File: config.mk
export PLATFORM = sky130hd
export DESIGN_NAME = ssa_carry_resolve_flat
export DESIGN_NICKNAME = d
export VERILOG_FILES = /design/src/rtl/ssa_pkg.sv /design/src/rtl/ssa_carry_resolve_if.sv /design/src/rtl/ssa_carry_resolve.sv /design/src/flat_wrapper.sv
export SDC_FILE = /design/constraint.sdc
export NUM_CORES = 1
export LEC_CHECK = 0
export CORE_ASPECT_RATIO = 1.1
export CORE_MARGIN = 4
export CORE_UTILIZATION = 65
export CTS_BUF_LIST = sky130_fd_sc_hd__clkbuf_16
export CTS_CLUSTER_DIAMETER = 200
export DETAILED_ROUTE_END_ITERATION = 8
export DONT_BUFFER_PORTS = 1
export PLACE_DENSITY = 0.81
export SYNTH_ARGS = -nofsm -noshare
export SYNTH_HDL_FRONTEND = slang
export SYNTH_SLANG_ARGS = --single-unit
File: constraint.sdc
create_clock -name clk -period 4.1 [get_ports clk]
set_clock_uncertainty 0.15 [all_clocks]
set_input_delay 0.82 -clock clk [delete_from_list [all_inputs] [get_ports clk]]
set_output_delay 0.82 -clock clk [all_outputs]
set_load 0.02 [all_outputs]
File: src/rtl/ssa_pkg.sv
// Shared configuration for the carry-resolve block: digit/coefficient geometry
// defaults and the frame-control state encoding.
package ssa_pkg;

    localparam int SSA_DW    = 2;
    localparam int SSA_NCOEF = 8;
    localparam int SSA_CW    = 6;
    localparam int SSA_PW    = SSA_NCOEF * SSA_DW;

    typedef enum logic {
        ST_ACC  = 1'b0,
        ST_HOLD = 1'b1
    } ssa_state_e;

endpackage

File: src/rtl/ssa_carry_resolve_if.sv
// Coefficient-in / digit-and-product-out bundle for ssa_carry_resolve.
// The ovf wire exists only when SSA_CARRY_OVF_EN is defined.
interface ssa_carry_resolve_if import ssa_pkg::*; #(
    parameter int DW = SSA_DW,
    parameter int CW = SSA_CW,
    parameter int PW = SSA_PW
);
    logic [CW-1:0] coef;
    logic          coef_valid;
    logic          coef_ready;
    logic [DW-1:0] dig;
    logic          dig_valid;
    logic [PW-1:0] product;
    logic          prod_valid;
    logic          prod_ready;
`ifdef SSA_CARRY_OVF_EN
    logic          ovf;
`endif

    modport slave (
        input  coef, coef_valid, prod_ready,
        output coef_ready, dig, dig_valid, product, prod_valid
`ifdef SSA_CARRY_OVF_EN
        , output ovf
`endif
    );

    modport master (
        output coef, coef_valid, prod_ready,
        input  coef_ready, dig, dig_valid, product, prod_valid
`ifdef SSA_CARRY_OVF_EN
        , input ovf
`endif
    );

endinterface

File: src/rtl/ssa_carry_resolve.sv
// Resolves a stream of wide convolution coefficients into radix-2^DW digits and
// assembles them into one product word per frame. Optional ovf via SSA_CARRY_OVF_EN.
module ssa_carry_resolve import ssa_pkg::*; #(
    parameter int DW    = SSA_DW,
    parameter int NCOEF = SSA_NCOEF,
    parameter int CW    = SSA_CW
) (
    input  logic clk,
    input  logic rst_n,
    input  logic clear,
    ssa_carry_resolve_if.slave bus
);

    localparam int PW = NCOEF * DW;
    localparam int KW = CW - DW + 1;
    localparam int IW = (NCOEF > 1) ? $clog2(NCOEF) : 1;
    localparam logic [IW-1:0] LAST_IDX = IW'(NCOEF - 1);

    ssa_state_e    state_q, state_d;
    logic [IW-1:0] idx_q;
    logic [KW-1:0] carry_q;
    logic [PW-1:0] product_q;
    logic [DW-1:0] dig_q;
    logic          dig_valid_q;
    logic          prod_valid_q;
    logic          accept;
    logic          last;
    logic          release_prod;
    logic [CW:0]   sum;

    // Full-width sum: the carry can exceed one digit when coefficients are wide.
    assign sum  = (CW+1)'(bus.coef) + (CW+1)'(carry_q);
    assign last = accept && (idx_q == LAST_IDX);

    // NOTE: every signal driven here gets a default first, so no path can infer a latch.
    always_comb begin
        state_d      = state_q;
        accept       = 1'b0;
        release_prod = 1'b0;
        case (state_q)
            ST_ACC: begin
                accept = bus.coef_valid;
                if (accept && (idx_q == LAST_IDX)) state_d = ST_HOLD;
            end
            ST_HOLD: begin
                release_prod = bus.prod_ready;
                if (release_prod) state_d = ST_ACC;
            end
            default: state_d = ST_ACC;
        endcase
        if (clear) state_d = ST_ACC;
    end

    // NOTE: registers use non-blocking assignment so all updates see pre-edge values.
    always_ff @(posedge clk or negedge rst_n) begin
        if (!rst_n) state_q <= ST_ACC;
        else        state_q <= state_d;
    end

    always_ff @(posedge clk or negedge rst_n) begin
        if (!rst_n) begin
            idx_q        <= '0;
            carry_q      <= '0;
            product_q    <= '0;
            dig_q        <= '0;
            dig_valid_q  <= 1'b0;
            prod_valid_q <= 1'b0;
        end else if (clear) begin
            idx_q        <= '0;
            carry_q      <= '0;
            product_q    <= '0;
            dig_valid_q  <= 1'b0;
            prod_valid_q <= 1'b0;
        end else begin
            dig_valid_q <= accept;
            if (accept) begin
                dig_q                         <= sum[DW-1:0];
                carry_q                       <= sum[CW:DW];
                product_q[int'(idx_q)*DW +: DW] <= sum[DW-1:0];
                idx_q                         <= last ? '0 : idx_q + 1'b1;
                if (last) prod_valid_q <= 1'b1;
            end else if (release_prod) begin
                idx_q        <= '0;
                carry_q      <= '0;
                product_q    <= '0;
                prod_valid_q <= 1'b0;
            end
        end
    end

`ifdef SSA_CARRY_OVF_EN
    logic ovf_q;

    always_ff @(posedge clk or negedge rst_n) begin
        if (!rst_n)                 ovf_q <= 1'b0;
        else if (clear)             ovf_q <= 1'b0;
        else if (last)              ovf_q <= |sum[CW:DW];
        else if (release_prod)      ovf_q <= 1'b0;
    end

    assign bus.ovf = ovf_q;
`endif

    assign bus.coef_ready = (state_q == ST_ACC);
    assign bus.dig        = dig_q;
    assign bus.dig_valid  = dig_valid_q;
    assign bus.product    = product_q;
    assign bus.prod_valid = prod_valid_q;

endmodule
File: src/flat_wrapper.sv
// flat-port wrapper written by rule: the top's interface ports become plain ports
module ssa_carry_resolve_flat import ssa_pkg::*;
#(
    parameter int DW    = SSA_DW,
    parameter int NCOEF = SSA_NCOEF,
    parameter int CW    = SSA_CW
)
  (clk, rst_n, clear, bus_coef, bus_coef_valid, bus_prod_ready, bus_coef_ready, bus_dig, bus_dig_valid, bus_product, bus_prod_valid);
  ssa_carry_resolve_if #(.DW(DW), .CW(CW)) bus_i ();
  input  logic clk;
  input  logic rst_n;
  input  logic clear;
  input wire logic [$bits(bus_i.coef)-1:0] bus_coef;
  input wire logic [$bits(bus_i.coef_valid)-1:0] bus_coef_valid;
  input wire logic [$bits(bus_i.prod_ready)-1:0] bus_prod_ready;
  output wire logic [$bits(bus_i.coef_ready)-1:0] bus_coef_ready;
  output wire logic [$bits(bus_i.dig)-1:0] bus_dig;
  output wire logic [$bits(bus_i.dig_valid)-1:0] bus_dig_valid;
  output wire logic [$bits(bus_i.product)-1:0] bus_product;
  output wire logic [$bits(bus_i.prod_valid)-1:0] bus_prod_valid;
  assign bus_i.coef = bus_coef;
  assign bus_i.coef_valid = bus_coef_valid;
  assign bus_i.prod_ready = bus_prod_ready;
  assign bus_coef_ready = bus_i.coef_ready;
  assign bus_dig = bus_i.dig;
  assign bus_dig_valid = bus_i.dig_valid;
  assign bus_product = bus_i.product;
  assign bus_prod_valid = bus_i.prod_valid;
  ssa_carry_resolve #(.DW(DW), .NCOEF(NCOEF), .CW(CW)) u_core (.clk(clk), .rst_n(rst_n), .clear(clear), .bus(bus_i));
endmodule
# Word-level counts from Yosys, hierarchy flattened
# Index checks and enable logic that the tools add are counted.
[word_totals]
wordCells = 43
output_inout_bits = 21
regBits = 29
input_bits = 11
[classes]
shifts = 2
n_addsub = 3
n_eq_ne = 2
muxes = 22
bitwise = 2
reduce_logical = 5
[ops]
columns = ["op", "count"]
rows = [
  ["$mux W16", 3],
  ["$neg A4 Y33", 1],
  ["$shift A2 B33 Y16 const A", 1],
  ["$shiftx A2 B33 Y16", 1],
  ["$bwmux W16", 1],
  ["$mux W5", 3],
  ["$mux W3", 4],
  ["$mux W1", 10],
  ["$add A6 B5 Y7", 1],
  ["$reduce_and A2 Y1", 2],
  ["$add A3 B1 Y3 const B", 1],
  ["$eq A3 B3 Y1 const B", 1],
  ["$ne A3 B3 Y1 const B", 1],
  ["$reduce_bool A3 Y1", 1],
  ["$logic_and A1 B1 Y1", 2],
  ["$not A1 Y1", 2],
  ["$pmux W1 S2", 1],
]

# Logic depth before layout (Yosys ltp)
# Gate-level depths: netlist of run 1.
[depth]
depth_word = 5
depth_mapped = 7
mapped_depth_nobuf = 7

# Worst setup path after synthesis of run 1
# Ideal clock, no wire load.
[synth_path]
path_kind = "in2reg"
start = "in bus_coef[0]"
end = "reg u_core.carry_q[2]"
path_stages = 6
arrival_time_ns = 1.998
setup_slack_ns = 1.824
t_required_ns = 3.822
cell_sequence = "ha_1 fa_1 a21o_1 a21oi_1 xor2_1 o21ai_0"
[synth_between]
elab_chain_cells = 3
[synth_rtl]
columns = ["element", "line_no", "text"]
rows = [
  ["start: declaration", "flat_wrapper.sv:13", "input wire logic [$bits(bus_i.coef)-1:0] bus_coef;"],
  ["$add A6 B5 Y7", "ssa_carry_resolve.sv:32", "assign sum = (CW+1)'(bus.coef) + (CW+1)'(carry_q);"],
  ["$mux W5", "ssa_carry_resolve.sv:76", "if (accept) begin"],
  ["$mux W5", "ssa_carry_resolve.sv:68", "end else if (clear) begin"],
  ["end signal: assignment", "ssa_carry_resolve.sv:78", "carry_q <= sum[CW:DW];"],
  ["end: declaration", "ssa_carry_resolve.sv:21", "logic [KW-1:0] carry_q;"],
]
# Every way passes these cells.
# A chain may end at the register's enable or synchronous reset.

# Final worst setup path of run 1
[layout_path]
start = "reg u_core.idx_q[0]"
end = "reg u_core.product_q[12] (netlist: u_core.bus.product[12])"
[layout_between]
elab_chain_cells = 5
word_cells_on_any_way = 6
[layout_rtl]
columns = ["element", "line_no", "text"]
rows = [
  ["start: declaration", "ssa_carry_resolve.sv:20", "logic [IW-1:0] idx_q;"],
  ["start signal: assignment", "ssa_carry_resolve.sv:80", "idx_q <= last ? '0 : idx_q + 1'b1;"],
  ["$neg A4 Y33 *", "ssa_carry_resolve.sv:79", "product_q[int'(idx_q)*DW +: DW] <= sum[DW-1:0];"],
  ["$shiftx A2 B33 Y16 or $shift A2 B33 Y16 (tied branches)", "ssa_carry_resolve.sv:79", ""],
  ["$bwmux W16 *", "ssa_carry_resolve.sv:79", ""],
  ["$mux W16 *", "ssa_carry_resolve.sv:76", ""],
  ["$mux W16 *", "ssa_carry_resolve.sv:68", ""],
  ["end signal: indexed assignment", "ssa_carry_resolve.sv:79", ""],
  ["end: declaration", "ssa_carry_resolve.sv:22", "logic [PW-1:0] product_q;"],
]
# Mark *: on every way between the ends. The rest lies on a longest branch, timed or not.

==> results of run 1 <==
==> synthesized netlist by cell type, types with 3 or more instances <==
| master | n |
|---|---|
| o21ai_0 | 3 |
| nor2_1 | 4 |
| mux2i_1 | 12 |
| ha_1 | 10 |
| nand3_1 | 4 |
| nand4_1 | 5 |
| inv_1 | 5 |
| nand2b_1 | 3 |
| dfrtp_1 | 29 |
| a21oi_1 | 6 |
| nand2_1 | 23 |
==> metrics by stage <==
stage          util [%]  hold WS (ps)  area (µm²)  power [µW]  worst slack, ps
2_1_floorplan         -           304        1530         390             1820
3_3_place_gp       69.2           319        1560         405             1770
3_5_place_dp       69.2           349        1560         410             1720
4_1_cts            75.4          86.9        1700         750             1930
5_1_grt            75.4          83.7        1700         773             1760
6_report           75.4          85.3        1700         753             1900
==> sequential cells by signal (all words and copies together) (netlist names) <==
name and count:
u_core.bus.dig 2, u_core.bus.dig_valid 1, u_core.bus.prod_valid 1, u_core.bus.product 16
u_core.carry_q 5, u_core.idx_q 3, u_core.state_q 1
==> path summary, 6_finish.rpt <==
kind                            slack (ps)                endpoint              start  cells past startpoint
min in group clk                       360       u_core.carry_q[3]  u_core.carry_q[3]                      2
worst min-delay path                    90   u_core.bus.product[2]              rst_n                      0
worst max register to register        1900  u_core.bus.product[12]    u_core.idx_q[0]                      7
max in group asynchronous             3640  u_core.bus.product[12]              rst_n                      0
worst max-delay path                  1900  u_core.bus.product[12]    u_core.idx_q[0]                      7
worst min register to register         360       u_core.carry_q[3]  u_core.carry_q[3]                      2
==> power groups by stage <==
stage / clock (µW) / combinational [µW] / sequential [µW]
4_1_cts: 343 / 89.2 / 318
6_report: 346 / 89.6 / 318
3_3_place_gp: 0 / 83.8 / 322
5_1_grt: 355 / 99.6 / 319
3_5_place_dp: 0 / 87.7 / 322
2_1_floorplan: 0 / 70.4 / 319
==> logic make-up after synthesis <==
| logic type | Yosys count |
|---|---|
| xor+xnor | 3 |
| compound gates | 26 |
| flops | 29 |
| fa+ha+maj | 11 |
| mux | 13 |
| simple gates | 54 |
| buf+inv | 9 |
==> metal layers <==
| metal | global-route usage (%) | vias up | wire length [µm] |
|---|---|---|---|
| li1 | - | 525 | - |
| met1 | 28.7 | 539 | 1360 |
| met2 | 39.7 | 27 | 1780 |
| met3 | 8.10 | 6 | 180 |
| met4 | 11.7 | 0 | 51 |
| met5 | 0 | - | 0 |
==> layout make-up <==
cell class | instances | area, µm² | area share, %
clock inverter | 3 | 13.8 | 0.811
tap | 30 | 37.5 | 2.21
inverter | 6 | 25.0 | 1.47
sequential | 29 | 726 | 42.7
multi-input combinational | 107 | 771 | 45.4
clock buffer | 5 | 125 | 7.37
==> results.yml, run 1 <==
run_status:
  status: "completed"
sta:
  finalCritPeriodShare_pct: 53.6
  finalSetupViolations: 0
  clock.fmax_ghz: 0.455
  drv_slew: 0
  maxSlewHeadroom_pct: 57.2
  hold_viol_final: 0
  fin_crit_ps: 2200
  tightest_slew_ps: 642
  setup_tns_ps: 0
  rsz0062_at_grt: "no"
floorplanning:
  die_h_um: 59.0
  core_area_um2: 2250
  die_area_um2: 3200
  initial_core_util_pct: 68.1
  rows: 18
  pin_count: 32
  die_x_um: 54.3
finish:
  fin_cells: 180
  fillers: 152
  drive_gt1_share_pct: 12.7
  final_common_cell: "dfrtp_1"
  final_cell_mix: "29 x dfrtp_1, 23 x nand2_1, 12 x mux2i_1, 10 x ha_1"
  syn_to_final_growth_pct: 10.7
  n_antenna_cell: 0
  final_nets: 171
synth:
  netlist-cell-type-count: 41
  synthTopCellsByArea: "dfrtp_1 47%, ha_1 8.2%, mux2i_1 7.8%"
  synthAdderAreaFrac_pct: 9.46
  syn-mean-instance-area_um2: 10.6
  synth_edf_count: 0
  async_flop_share_pct: 100
  yosys.area.top_type_share_pct: 47.3
  synth_area_leader_cell: "dfrtp_1"
  ys_warn_count: 0
  ys.flop_type: "dfrtp_1"
  synth_top_family_by_area: "simple AND/OR/NAND/NOR gates"
  synthCells: 145
  synthSimpleGateAreaFrac_pct: 18.1
  synth_compound_area_share_pct: 12.4
  syn_nets: 167
  synth_xor_area_share_pct: 1.71
  yosys-mux-area-fraction_pct: 8.56
  ys_seq_area_share_pct: 47.3
  synth_seq_cells: 29
  netlist_area_um2: 1530
worst_setup_path:
  start_kind: "flip-flop"
  cp_top_family: "simple AND/OR/NAND/NOR gates"
  slowest_stage: "dfrtp_1"
  path_max_fanout: 6
  worstPathRequired_ps: 4150
  worstSetupEndpointType: "flip-flop"
  crit_path_cell_trace: "inv_1 -> ha_1 -> ha_1 -> nor2_1 -> and3_1 -> and3_4 -> mux2i_1"
  cp_num_buf_inv: 1
  crit_top_cell: "ha_1"
  critPathKind: "flip-flop to flip-flop"
  arrival_ps: 2250
  slowest_delay_ps: 420
drt:
  drtPass1Iterations: 4
  antenna_left: 0
  finalWirelength_mm: 3.37
  via_per_inst: 6.09
  drcViolationCount: 0
  wl_per_cell_um: 18.7
  dr.first_iter.drc_count: 14
  vias: 1097
flow_run:
  drv_cap: 0
clock_network:
  cts_sinks: 29
  insertion_delay_ps: 280
  htreeDepth: 2
  cts-root-buf: "clkbuf_16"
  cts_resized: 0
  cts_tree: "done"
  cts_buffer_depth: 2
  post_cts_buffers: 0
  holdBufCountCts: 0
  clkTransAtPathRegs_ps: 50
  numCtsBuffers: 5
power_and_ir_drop:
  pwr-share-comb_pct: 11.9
  p_per_area_nw_per_um2: 444
  p_int_uw: 553
  leakage_uw: 0.000816
  pwr-share-clk_pct: 45.9
  peakVddDrop_mv: 0.466
  p_seq_share_pct: 42.2
  switching_share_pct: 26.6
  switchingPower_uw: 200
placed_design:
  io_buffers: 0
  dp.cells: 172
  gp_congestion: 0.870
  dpl.hpwl_mm: 2.39
grt:
  grt_pass1_wl_mm: 5.49
  grt_max_degree: 30
  first_global_vias: 1179
  antenna_found_initial: 0
  overflow: 0
  track_usage_pct: 24.5
min_path:
  hold_path.class: "input pin to asynchronous set/reset pin"
(Power assumes the default switching activity.)
==> run 2: changes to the inputs <==
--- a/config.mk
+++ b/config.mk
@@ -7,12 +7,12 @@
 export LEC_CHECK = 0
 export CORE_ASPECT_RATIO = 1.1
 export CORE_MARGIN = 4
-export CORE_UTILIZATION = 65
+export CORE_UTILIZATION = 61
 export CTS_BUF_LIST = sky130_fd_sc_hd__clkbuf_16
 export CTS_CLUSTER_DIAMETER = 200
 export DETAILED_ROUTE_END_ITERATION = 8
 export DONT_BUFFER_PORTS = 1
-export PLACE_DENSITY = 0.81
+export PLACE_DENSITY = 0.77
 export SYNTH_ARGS = -nofsm -noshare
 export SYNTH_HDL_FRONTEND = slang
 export SYNTH_SLANG_ARGS = --single-unit
==> constraint.sdc (replaced) <==
create_clock -name clk -period 2.3 [get_ports clk]
set_clock_uncertainty 0.15 [all_clocks]
set_input_delay 0.46 -clock clk [delete_from_list [all_inputs] [get_ports clk]]
set_output_delay 0.46 -clock clk [all_outputs]
set_load 0.02 [all_outputs]
==> run 2 against run 1 <==
Net effect:
- setup slack worse by 1600 ps
- fmax is 8.1% higher
- wire length shrank 4.0%
- sequential share of layout area is 0.95 points lower
- non-clock buffer count is 3 higher
- critical endpoint is now u_core.bus.product[1]
==> results.yml, run 2 (synthesis results as in run 1) <==
min_path:
  hold_path.class: "input pin to flip-flop"
finish:
  post-route-cell-area_um2: 1740
  syn_to_final_growth_pct: 13.2
  final_cell_mix: "29 x dfrtp_1, 23 x nand2_1, 12 x mux2i_1, 10 x ha_1, 6 x a21oi_1"
  fin_util_pct: 74.9
  final_nets: 174
  fin_cells: 183
  n_antenna_cell: 0
  fillers: 166
  drive_gt1_share_pct: 13.7
  final_common_cell: "dfrtp_1"
  largest_reg_flops: 16
flow_run:
  drv_cap: 0
drt:
  antenna_left: 0
  finalWirelength_mm: 3.24
  wl_per_cell_um: 17.7
  dr.first_iter.drc_count: 23
  drcViolationCount: 0
  via_per_inst: 6.03
  vias: 1104
  drtPass1Iterations: 4
clock_network:
  cts_sinks: 29
  cts_tree: "done"
  cts_buffer_depth: 2
  insertion_delay_ps: 270
  post_cts_buffers: 0
  numCtsBuffers: 5
  clkTransAtPathRegs_ps: 50
  cts-root-buf: "clkbuf_16"
  htreeDepth: 2
worst_setup_path:
  slowest_delay_ps: 420
  cp_top_family: "adder cells"
  critPathKind: "flip-flop to flip-flop"
  start_kind: "flip-flop"
  slowest_stage: "dfrtp_1"
  arrival_ps: 2040
  crit_top_cell: "ha_1"
  worstSetupEndpointType: "flip-flop"
  worstPathRequired_ps: 2310
  crit_path_cell_trace: "inv_1 -> ha_1 -> ha_1 -> nor4_1 -> o21ai_1 -> o2bb2ai_1"
  path_max_fanout: 6
  cp_num_buf_inv: 1
placed_design:
  gp_congestion: 0.831
  io_buffers: 0
  dp.cells: 173
  postPlaceCellArea_um2: 1570
  dpl.hpwl_mm: 2.36
floorplanning:
  pin_count: 32
  die_h_um: 60.6
  core_area_um2: 2320
  die_x_um: 55.8
  die_area_um2: 3380
  rows: 18
  initial_core_util_pct: 66.1
power_and_ir_drop:
  pwr-share-clk_pct: 44.8
  leakage_uw: 0.000828
  peakVddDrop_mv: 0.646
  switchingPower_uw: 351
  power.total_uw: 1340
  switching_share_pct: 26.2
  p_seq_share_pct: 42.3
  pwr-share-comb_pct: 12.9
  p_per_area_nw_per_um2: 771
  p_int_uw: 988
run_status:
  status: "completed"
sta:
  tightest_slew_ps: 430
  fin_crit_ps: 2030
  rsz0062_at_grt: "no"
  hold_viol_final: 0
  maxSlewHeadroom_pct: 71.3
  finalSetupViolations: 0
  clock.fmax_ghz: 0.492
  setup_tns_ps: 0
  finalCritPeriodShare_pct: 88.4
  drv_slew: 0
grt:
  overflow: 0
  track_usage_pct: 21.7
  grt_max_degree: 30
  grt_pass1_wl_mm: 5.55
  first_global_vias: 1176
  antenna_found_initial: 0
## run 2: stage by stage
stage	setup slack (ps)	hold slack, ps
final	268	193
after global routing	40.3	226
after CTS	201	189
after detailed placement	211	15.1
after global placement	294	15.1
after floorplan	384	14.4
## run 2: area by class of cell
cell class                 count  area, µm²  share of cell area (%)
clock buffer                   5        125                    7.20
clock inverter                 3       12.5                   0.720
inverter                       6       25.0                    1.44
multi-input combinational    107        773                    44.5
sequential                    29        726                    41.8
tap                           30       37.5                    2.16
timing repair buffer           3       37.5                    2.16
## run 2: worst paths after layout
check                             startpoint                endpoint  slack [ps]  cells after the start
max in group asynchronous              rst_n  u_core.bus.product[10]        1340                      2
min in group asynchronous              rst_n  u_core.bus.product[13]         490                      2
max reg2reg                  u_core.idx_q[0]   u_core.bus.product[1]         270                      6
min reg2reg                u_core.carry_q[2]       u_core.carry_q[2]         340                      2
max                          u_core.idx_q[0]   u_core.bus.product[1]         270                      6
min                              bus_coef[5]       u_core.carry_q[4]         190                      2
## run 2: timing repair
| action | CTS | global route |
|---|---|---|
| endpoints found under the setup margin | 0 | 1 |
| endpoints found under the hold margin | 29 | 0 |
| hold buffers | 2 | 0 |
| gates resized for setup | 0 | 1 |
## run 2: power by group through the flow
stage / logic, µW / registers (µW) / clock network (µW)
after floorplan: 125 / 569 / 0
after global placement: 148 / 573 / 0
after detailed placement: 155 / 575 / 0
after CTS: 172 / 567 / 606
after global routing: 195 / 569 / 637
final: 172 / 566 / 600
## run 2: metal layers
metal  global-route usage, %  share of wire (%)  vias to the layer above
met5                       0                  0                        -
met4                    7.12                1.4                        0
met3                    7.66                6.0                        5
met2                    40.7                 52                       25
met1                    23.4                 40                      546
li1                        -                  -                      528
